`config.mk`:
```
export PLATFORM = sky130hd
export DESIGN_NAME = ch_trigger_arbiter_flat
export DESIGN_NICKNAME = d
export VERILOG_FILES = /design/src/rtl/ch_trigger_arbiter_if.sv /design/src/rtl/ch_trigger_arbiter.sv /design/src/flat_wrapper.sv
export SDC_FILE = /design/constraint.sdc
export NUM_CORES = 1
export LEC_CHECK = 0
export CAP_MARGIN = 20
export CORE_UTILIZATION = 30
export DETAILED_ROUTE_END_ITERATION = 10
export PLACE_DENSITY = 0.53
export SKIP_LAST_GASP = 1
export SLEW_MARGIN = 20
export SYNTH_ARGS = -nofsm -noshare
export SYNTH_HDL_FRONTEND = slang
export SYNTH_SLANG_ARGS = --single-unit
```
`constraint.sdc`:
```
create_clock -name i_clk -period 2.98 [get_ports i_clk]
set_clock_uncertainty 0.15 [all_clocks]
set_input_delay 0.596 -clock i_clk [delete_from_list [all_inputs] [get_ports i_clk]]
set_output_delay 0.596 -clock i_clk [all_outputs]
set_load 0.1 [all_outputs]
```
`src/rtl/ch_trigger_arbiter_if.sv`:
```
// Handshake bundle between the trigger arbiter and its environment:
// trigger levels and the done pulse in, the grant/status outputs out.
interface ch_trigger_arbiter_if #(
  parameter int N_CH = 4,
  parameter int CH_W = 2
);
  logic [N_CH-1:0] i_req;
  logic            i_done;
  logic            o_start;
  logic [CH_W-1:0] o_ch_sel;
  logic            o_busy;
  logic [N_CH-1:0] o_pending;
  logic            o_timeout;

  modport master (
    output i_req,
    output i_done,
    input  o_start,
    input  o_ch_sel,
    input  o_busy,
    input  o_pending,
    input  o_timeout
  );

  modport slave (
    input  i_req,
    input  i_done,
    output o_start,
    output o_ch_sel,
    output o_busy,
    output o_pending,
    output o_timeout
  );
endinterface

```
`src/rtl/ch_trigger_arbiter.sv`:
```
// Round-robin arbiter sharing one channel datapath among N_CH edge-triggered
// requests; grants one channel at a time and waits for done or timeout.
module ch_trigger_arbiter #(
  parameter int N_CH    = 4,
  parameter int CH_W    = 2,
  parameter int TIMEOUT = 1023,
  parameter int TO_W    = 10
) (
  input  logic                 i_clk,
  input  logic                 i_reset,
  ch_trigger_arbiter_if.slave  bus
);

  typedef enum logic [1:0] {
    ST_IDLE  = 2'd0,
    ST_START = 2'd1,
    ST_WAIT  = 2'd2
  } state_t;

  state_t          state_q,   state_d;
  logic [N_CH-1:0] prev_q,    prev_d;
  logic [N_CH-1:0] pending_q, pending_d;
  logic [CH_W-1:0] ptr_q,     ptr_d;
  logic [CH_W-1:0] ch_sel_q,  ch_sel_d;
  logic [TO_W-1:0] timer_q,   timer_d;
  logic            start_q,   start_d;
  logic            busy_q,    busy_d;
  logic            timeout_q, timeout_d;

  logic [N_CH-1:0] edge_s;
  logic [N_CH-1:0] clr_s;
  logic [CH_W-1:0] pick_s;

  // Rotate the request vector so the pointer sits at bit 0, take the lowest
  // set bit, then rotate the index back.
  function automatic logic [CH_W-1:0] rr_pick(input logic [N_CH-1:0] req,
                                             input logic [CH_W-1:0] ptr);
    logic [2*N_CH-1:0] dbl;
    logic [N_CH-1:0]   rot;
    logic              found;
    int                idx;
    dbl   = {req, req} >> ptr;
    rot   = dbl[N_CH-1:0];
    found = 1'b0;
    idx   = 0;
    for (int i = 0; i < N_CH; i++) begin
      if (!found && rot[i]) begin
        found = 1'b1;
        idx   = i;
      end else begin
        found = found;
      end
    end
    idx = idx + int'(ptr);
    if (idx >= N_CH) begin
      idx = idx - N_CH;
    end else begin
      idx = idx;
    end
    return CH_W'(idx);
  endfunction

  function automatic logic [CH_W-1:0] next_ch(input logic [CH_W-1:0] ch);
    if (int'(ch) == N_CH - 1) begin
      return '0;
    end else begin
      return ch + CH_W'(1);
    end
  endfunction

  assign pick_s = rr_pick(pending_q, ptr_q);

  // Next-state, edge detection, pending bookkeeping and registered outputs.
  always_comb begin
    state_d   = state_q;
    prev_d    = bus.i_req;
    edge_s    = bus.i_req & ~prev_q;
    clr_s     = '0;
    ptr_d     = ptr_q;
    ch_sel_d  = ch_sel_q;
    timer_d   = timer_q;
    start_d   = 1'b0;
    busy_d    = busy_q;
    timeout_d = 1'b0;

    case (state_q)
      ST_IDLE: begin
        busy_d = 1'b0;
        if (pending_q != '0) begin
          ch_sel_d = pick_s;
          clr_s    = {{(N_CH-1){1'b0}}, 1'b1} << pick_s;
          state_d  = ST_START;
        end else begin
          state_d  = ST_IDLE;
        end
      end
      ST_START: begin
        start_d = 1'b1;
        busy_d  = 1'b1;
        timer_d = '0;
        state_d = ST_WAIT;
      end
      ST_WAIT: begin
        busy_d = 1'b1;
        // A done arriving on the timeout cycle still counts as a clean finish.
        if (bus.i_done) begin
          ptr_d   = next_ch(ch_sel_q);
          busy_d  = 1'b0;
          state_d = ST_IDLE;
        end else if (timer_q == TO_W'(TIMEOUT - 1)) begin
          ptr_d     = next_ch(ch_sel_q);
          busy_d    = 1'b0;
          timeout_d = 1'b1;
          state_d   = ST_IDLE;
        end else begin
          timer_d = timer_q + TO_W'(1);
        end
      end
      default: begin
        busy_d  = 1'b0;
        state_d = ST_IDLE;
      end
    endcase

    // A fresh edge on the channel being granted re-queues it.
    pending_d = (pending_q & ~clr_s) | edge_s;
  end

  // State and output registers with synchronous active-low reset.
  always_ff @(posedge i_clk) begin
    if (!i_reset) begin
      state_q   <= ST_IDLE;
      prev_q    <= '0;
      pending_q <= '0;
      ptr_q     <= '0;
      ch_sel_q  <= '0;
      timer_q   <= '0;
      start_q   <= 1'b0;
      busy_q    <= 1'b0;
      timeout_q <= 1'b0;
    end else begin
      state_q   <= state_d;
      prev_q    <= prev_d;
      pending_q <= pending_d;
      ptr_q     <= ptr_d;
      ch_sel_q  <= ch_sel_d;
      timer_q   <= timer_d;
      start_q   <= start_d;
      busy_q    <= busy_d;
      timeout_q <= timeout_d;
    end
  end

  assign bus.o_start   = start_q;
  assign bus.o_ch_sel  = ch_sel_q;
  assign bus.o_busy    = busy_q;
  assign bus.o_pending = pending_q;
  assign bus.o_timeout = timeout_q;

endmodule

```
`src/flat_wrapper.sv`:
```
// flat-port wrapper written by rule: the top's interface ports become plain ports
module ch_trigger_arbiter_flat 
#(
  parameter int N_CH    = 4,
  parameter int CH_W    = 2,
  parameter int TIMEOUT = 1023,
  parameter int TO_W    = 10
)
  (i_clk, i_reset, bus_i_req, bus_i_done, bus_o_start, bus_o_ch_sel, bus_o_busy, bus_o_pending, bus_o_timeout);
  ch_trigger_arbiter_if #(.N_CH(N_CH), .CH_W(CH_W)) bus_i ();
  input  logic i_clk;
  input  logic i_reset;
  input wire logic [$bits(bus_i.i_req)-1:0] bus_i_req;
  input wire logic [$bits(bus_i.i_done)-1:0] bus_i_done;
  output wire logic [$bits(bus_i.o_start)-1:0] bus_o_start;
  output wire logic [$bits(bus_i.o_ch_sel)-1:0] bus_o_ch_sel;
  output wire logic [$bits(bus_i.o_busy)-1:0] bus_o_busy;
  output wire logic [$bits(bus_i.o_pending)-1:0] bus_o_pending;
  output wire logic [$bits(bus_i.o_timeout)-1:0] bus_o_timeout;
  assign bus_i.i_req = bus_i_req;
  assign bus_i.i_done = bus_i_done;
  assign bus_o_start = bus_i.o_start;
  assign bus_o_ch_sel = bus_i.o_ch_sel;
  assign bus_o_busy = bus_i.o_busy;
  assign bus_o_pending = bus_i.o_pending;
  assign bus_o_timeout = bus_i.o_timeout;
  ch_trigger_arbiter #(.N_CH(N_CH), .CH_W(CH_W), .TIMEOUT(TIMEOUT), .TO_W(TO_W)) u_core (.i_clk(i_clk), .i_reset(i_reset), .bus(bus_i));
endmodule
```
## Yosys cells after proc, flatten, opt, wreduce, memory -nomap -nowiden

Index checks and enable logic that the tools add are counted.

| storage, ports and cells | value |
|---|---|
| bits of input ports | 7 |
| bits in registers | 27 |
| output and inout bits | 9 |
| word-level logic and storage cells | 68 |

| operators by class | value |
|---|---|
| mux-type cells | 24 |
| reduce and logical (&&, ||, !) cells | 14 |
| magnitude comparators | 1 |
| $add $sub $neg | 4 |
| eq/ne operators | 7 |
| bitwise operators | 7 |
| shift-type cells | 2 |

Operator list:

| kind | number |
|---|---|
| 10-bit 2-to-1 mux | 2 |
| 10-bit case mux with 2 select lines | 1 |
| 2-bit 2-to-1 mux | 8 |
| 10-bit by 1-bit adder with 10-bit output, second input constant | 1 |
| 10-bit equality test, second input constant | 1 |
| 1-bit 2-to-1 mux | 9 |
| 4-bit AND | 2 |
| 4-bit 2-to-1 mux | 2 |
| 4-bit inverter | 2 |
| 8-bit by 2-bit right shift with 4-bit output | 1 |
| 2-bit case mux with 3 select lines | 1 |
| 2-bit by 1-bit equality test with 1-bit output, second input constant | 2 |
| 2-bit inequality test, second input constant | 2 |
| 4-bit OR | 1 |
| 2-bit AND reduction | 2 |
| 2-bit nonzero test | 2 |
| 4-bit nonzero test | 1 |
| 1-bit by 2-bit << shifter with 4-bit output, first input constant | 1 |
| 2-bit by 2-bit adder with 3-bit output | 1 |
| 3-bit greater-or-equal comparator, second input constant | 1 |
| 1-bit logical AND | 3 |
| 1-bit zero test | 3 |
| 3-bit by 2-bit inequality test with 1-bit output, second input constant | 1 |
| 3-bit AND reduction | 1 |
| other kinds (7) | 8 |

## Depth between registers and ports, before layout

| depth | value |
|---|---|
| depth after elaboration | 20 |
| depth in mapped cells | 9 |
| depth with buffers taken out | 9 |

## Worst setup path before layout

No wires, ideal clock.

| timing | value |
|---|---|
| path type | register to register |
| from | register u_core.pending_q[3] (netlist: u_core.bus.o_pending[3]) |
| to | register u_core.pending_q[3] (netlist: u_core.bus.o_pending[3]) |
| setup slack | 23 ps |
| arrival time | 2,708 ps |
| cell stages (with the launch flop) | 8 |
| setup time | 100 ps |
| required time | 2,730 ps |
| path buffers | 0 |
| period minus slack after synthesis | 2,957 ps |
| path through | dfxtp_1 inv_1 o311a_1 o211ai_1 ha_1 and2_4 and4_4 a2111oi_4 |

| between the ends | value |
|---|---|
| word-level cells in the longest chain between the ends | 20 |
| elaborated cells on any way between the ends | 24 |
| those cells by class | add/sub (2); order compare (1); shift (2); mux (9); bitwise (3); reduce/logical (7) |

Ends and longest elaborated chain:

| item | RTL line | source |
|---|---|---|
| from (decl) | ch_trigger_arbiter.sv:22 | `logic [N_CH-1:0] pending_q, pending_d;` |
| from (signal assigned) | ch_trigger_arbiter.sv:144 | `pending_q <= pending_d;` |
| 8-bit by 2-bit right shift with 4-bit output * | ch_trigger_arbiter.sv:42 | `dbl = {req, req} >> ptr;` |
| 1-bit 2-to-1 mux | ch_trigger_arbiter.sv:47 | `if (!found && rot[i]) begin` |
| 1-bit zero test | ch_trigger_arbiter.sv:47 |  |
| 1-bit logical AND | ch_trigger_arbiter.sv:47 |  |
| 1-bit 2-to-1 mux | ch_trigger_arbiter.sv:47 |  |
| 1-bit zero test | ch_trigger_arbiter.sv:47 |  |
| 1-bit logical AND | ch_trigger_arbiter.sv:47 |  |
| 1-bit 2-to-1 mux | ch_trigger_arbiter.sv:47 |  |
| (+5 left out) | n/a |  |
| 2-bit 2-to-1 mux * | ch_trigger_arbiter.sv:55 | `if (idx >= N_CH) begin` |
| net u_core.pick_s[0] | ch_trigger_arbiter.sv:32 | `logic [CH_W-1:0] pick_s;` |
| 1-bit by 2-bit << shifter with 4-bit output * | ch_trigger_arbiter.sv:91 | `clr_s = {{(N_CH-1){1'b0}}, 1'b1} << pick_s;` |
| 4-bit 2-to-1 mux * | ch_trigger_arbiter.sv:89 | `if (pending_q != '0) begin` |
| 4-bit 2-to-1 mux * | ch_trigger_arbiter.sv:86 | `case (state_q)` |
| 4-bit inverter * | ch_trigger_arbiter.sv:126 | `pending_d = (pending_q & ~clr_s) \| edge_s;` |
| 4-bit AND * | ch_trigger_arbiter.sv:126 |  |
| 4-bit OR * | ch_trigger_arbiter.sv:126 |  |

Mark *: on every way through the listed nets, which the timed path passes. The rest lies on a longest branch.
A chain may end at the register's enable or synchronous reset.

## Worst setup path after layout

| timing | value |
|---|---|
| from | register u_core.ptr_q[0] |
| to | register u_core.pending_q[3] (netlist: u_core.bus.o_pending[3]) |

| between the ends | value |
|---|---|
| word-level cells in the longest chain between the ends | 20 |
| elaborated cells on any way between the ends | 23 |
| those cells by class | add/sub (2); order compare (1); shift (2); mux (9); bitwise (3); reduce/logical (6) |

Ends and longest elaborated chain:

| item | RTL line | source |
|---|---|---|
| from (decl) | ch_trigger_arbiter.sv:23 | `logic [CH_W-1:0] ptr_q, ptr_d;` |
| from (signal assigned) | ch_trigger_arbiter.sv:145 | `ptr_q <= ptr_d;` |
| 8-bit by 2-bit right shift with 4-bit output | ch_trigger_arbiter.sv:42 |  |
| 1-bit 2-to-1 mux | ch_trigger_arbiter.sv:47 |  |
| 1-bit zero test | ch_trigger_arbiter.sv:47 |  |
| 1-bit logical AND | ch_trigger_arbiter.sv:47 |  |
| 1-bit 2-to-1 mux | ch_trigger_arbiter.sv:47 |  |
| 1-bit zero test | ch_trigger_arbiter.sv:47 |  |
| 1-bit logical AND | ch_trigger_arbiter.sv:47 |  |
| 1-bit 2-to-1 mux | ch_trigger_arbiter.sv:47 |  |
| (+4 left out) | n/a |  |
| 3-bit greater-or-equal comparator or 2-bit by 1-bit subtractor with 2-bit output (tied branches) | ch_trigger_arbiter.sv:55, ch_trigger_arbiter.sv:56 |  |
| 2-bit 2-to-1 mux * | ch_trigger_arbiter.sv:55 |  |
| 1-bit by 2-bit << shifter with 4-bit output * | ch_trigger_arbiter.sv:91 |  |
| 4-bit 2-to-1 mux * | ch_trigger_arbiter.sv:89 |  |
| 4-bit 2-to-1 mux * | ch_trigger_arbiter.sv:86 |  |
| 4-bit inverter * | ch_trigger_arbiter.sv:126 |  |
| 4-bit AND * | ch_trigger_arbiter.sv:126 |  |
| 4-bit OR * | ch_trigger_arbiter.sv:126 |  |

Mark *: on every way between the ends. The rest lies on a longest branch, timed or not.

==> metrics <==
outcome=finished, final reports clean; Post-DP HPWL=2250 um; setup tns final=0 ns; CTS H-tree lvls=1; CTS Hold Bufs=0; Worst R2R Setup Slack=about 0.63 ns; vias in the first global route=around 1,200; row count=25; worst hold path type=reg2reg; Total Routing Usage GR=0.128; LEAKAGE=about 0.62 nW; RSZ-0062 raised after global routing=false; # resized after CTS=0; Worst Hold Endpoint=u_core.state_q[0]; Internal=~580 uW; drt initial violations=92; sw frac=0.389; Seq pwr share=0.439; Post-CTS Setup Inserts=0; CP Data Arrival Time=2.34 ns; Antenna Cells=0; f_max=~430 MHz; Synth Instances=167; Synth area leaders=dfxtp_1 (37%), ha_1 (6.0%), nor2_1 (4.8%), nand3_1 (4.1%), nand2_1 (2.8%); share of cells above drive strength 1=0.122; IO Pins=16; fin crit share=0.788; reg2reg end=u_core.bus.o_pending[3]; sequential area share after synthesis=0.367; hold depth=2; post-synth top area cell=dfxtp_1; Switch Pwr=372 uW; Placer Congestion=0.852; PD cells=around 560 nW/um2; final wirelength=around 3100 um; Die Span Y=72.0 um; DRC=0; Initial DRT Pass Iterations=4; final slew viol count=0; Setup-failing EPs final=0; max-cap violations=0; Post-Syn Nets=around 180; Clock transition at path regs=0.09 ns; initial antenna violation count=0; Clock Latency Late Sink=roughly 0.27 ns; Initial Utilization=0.312; FF+latch count, synth=27; Setup WS post-layout=0.631 ns; worst vdd ir=0.000187 V; die area=around 5200 um2; Logic pwr share=0.342; Slew headroom=0.652; crit start category=register; maximum clock path buffer count=2; Yosys cell types=45; Core ar.=between 4000 and 5000 um2; hold path startpoint=u_core.state_q[0]; P&R area growth vs syn=15.8%; Worst Setup Path Type=reg2reg; Fin. Hold Viols=0; drt wl/cell=about 12 um; Post-Synthesis Cell Area=1470 um2; Tightest Pin Transition=0.521 ns; CTS Buf Count=3; fin nets=between 150 and 200; PortBufs=15; dpl ws=around 0.54 ns; vias per std cell=roughly 5; Top FF cell, synth=dfxtp_1; Post-synth ARST share=0; nature of the critical path endpoint=register; Ys Warns=0; Yosys top cell area share=0.367; first-pass GRT wire length=approximately 5300 um; ANT nets after route=0; Clock power frac=0.219; CTS tree=yes; reg2reg path depth=8; largest net degree at the start of global routing=16; total number of vias=1,251; EDFF count, synth=0; total congestion overflow=0; R2R Path Start=u_core.ptr_q[0]; Req. time, crit path=approximately 3.0 ns; clock tree sinks=27; Die Wd=between 70 and 80 um; crit-path max FO=12; root buf cell=clkbuf_8; syn_area_per_cell=8.81 um2; Final Critical Period=~2.3 ns
-- sequential cells by signal (all words and copies together) (netlist names) --
signal,flops
u_core.bus.o_start,1
u_core.bus.o_timeout,1
u_core.bus.o_pending,4
u_core.bus.o_busy,1
u_core.ptr_q,2
u_core.prev_q,4
u_core.timer_q,10
u_core.state_q,2
u_core.bus.o_ch_sel,2
-- stage by stage --
step                      std cells  power [mW]  hold slack [ns]  area, um2  utilization
after floorplan                 167       0.687            0.299       1470            -
after global placement          244       0.750            0.311       1660        0.351
after detailed placement        244       0.754            0.324       1660        0.351
after CTS                       248       0.967            0.340       1700        0.361
after global routing            248        1.01            0.354       1700        0.361
final                           248       0.955            0.337       1700        0.361
-- cells in the mapped netlist (all sizes together), types with 3 or more instances --
master and n:
dfxtp 27, nand2 11, nor2 19, a21oi 6, and4 3, nand3 12, nor2b 3, nor3 6
xnor2 3, buf 3, xor2 3, clkbuf 3, and2 7, o21ai 8, a2111oi 3, ha 7
nand2b 6, inv 8
-- worst max-delay path by stage --
stage | from | to | slack [ns]
floorplan | u_core.bus.o_pending[3] | u_core.bus.o_pending[3] | 0.02
global placement | bus_i_done | u_core.timer_q[8] | 0.62
detailed placement | bus_i_done | u_core.timer_q[9] | 0.54
CTS | u_core.ptr_q[0] | u_core.bus.o_pending[3] | 0.64
global route | u_core.ptr_q[0] | u_core.bus.o_pending[3] | 0.44
finish | u_core.ptr_q[0] | u_core.bus.o_pending[3] | 0.63
-- routing by layer --
metal / vias up / track usage / routed length (um)
met3: 4 / 0.0167 / 68
met5: - / 0 / 0
met2: 16 / 0.213 / 1440
met1: 601 / 0.167 / 1530
met4: 0 / 0.0566 / 38
li1: 630 / - / -
-- logic make-up after synthesis --
| kind of cell | Yosys count | share of synthesized area |
|---|---|---|
| compound gates | 33 | 0.200 |
| xor+xnor | 6 | 0.0357 |
| fa+ha+maj | 7 | 0.0595 |
| buf+inv | 14 | 0.0425 |
| flops | 27 | 0.367 |
| mux | 3 | 0.0221 |
| simple gates | 77 | 0.273 |
-- worst max-delay path, stage by stage (launching register included) --
cell and delay, ns:
dfxtp_1 0.56, nor3_1 0.11, a311oi_1 0.25, o211ai_1 0.12, ha_1 0.23, xnor2_1 0.41
nand3_1 0.13, nor2_1 0.20, a2111oi_4 0.06
-- power by group through the flow --
stage | clock, mW | sequential, mW | combinational, mW
6_report | 0.209 | 0.420 | 0.327
5_1_grt | 0.231 | 0.425 | 0.352
4_1_cts | 0.219 | 0.420 | 0.328
3_5_place_dp | 0 | 0.428 | 0.325
3_3_place_gp | 0 | 0.426 | 0.324
2_1_floorplan | 0 | 0.527 | 0.160
-- layout make-up --
| type | instances | area, um2 |
|---|---|---|
| Clock buffer | 3 | 41.3 |
| Multi-Input combinational cell | 126 | 868 |
| Inverter | 8 | 30.0 |
| Timing Repair Buffer | 16 | 135 |
| Sequential cell | 27 | 541 |
| Fill cell | 484 | 3020 |
| Tap cell | 67 | 83.8 |
| Clock inverter | 1 | 5.00 |
-- placed cells by master, fill, tap and decap left out, types with 3 or more instances in the layout --
| cell | instances |
|---|---|
| inv_1 | 8 |
| clkdlybuf4s50_1 | 6 |
| dfxtp_1 | 27 |
| and2_1 | 6 |
| nand2_1 | 11 |
| nand3_1 | 12 |
| nand2b_1 | 6 |
| buf_4 | 10 |
| o21ai_0 | 4 |
| nor2_1 | 19 |
| xnor2_1 | 3 |
| nor2b_1 | 3 |
| xor2_1 | 3 |
| ha_1 | 7 |
| a21oi_1 | 6 |
| clkbuf_8 | 3 |
| nor3_1 | 6 |
| o21ai_1 | 4 |
Power figures use the tool's default switching activity.
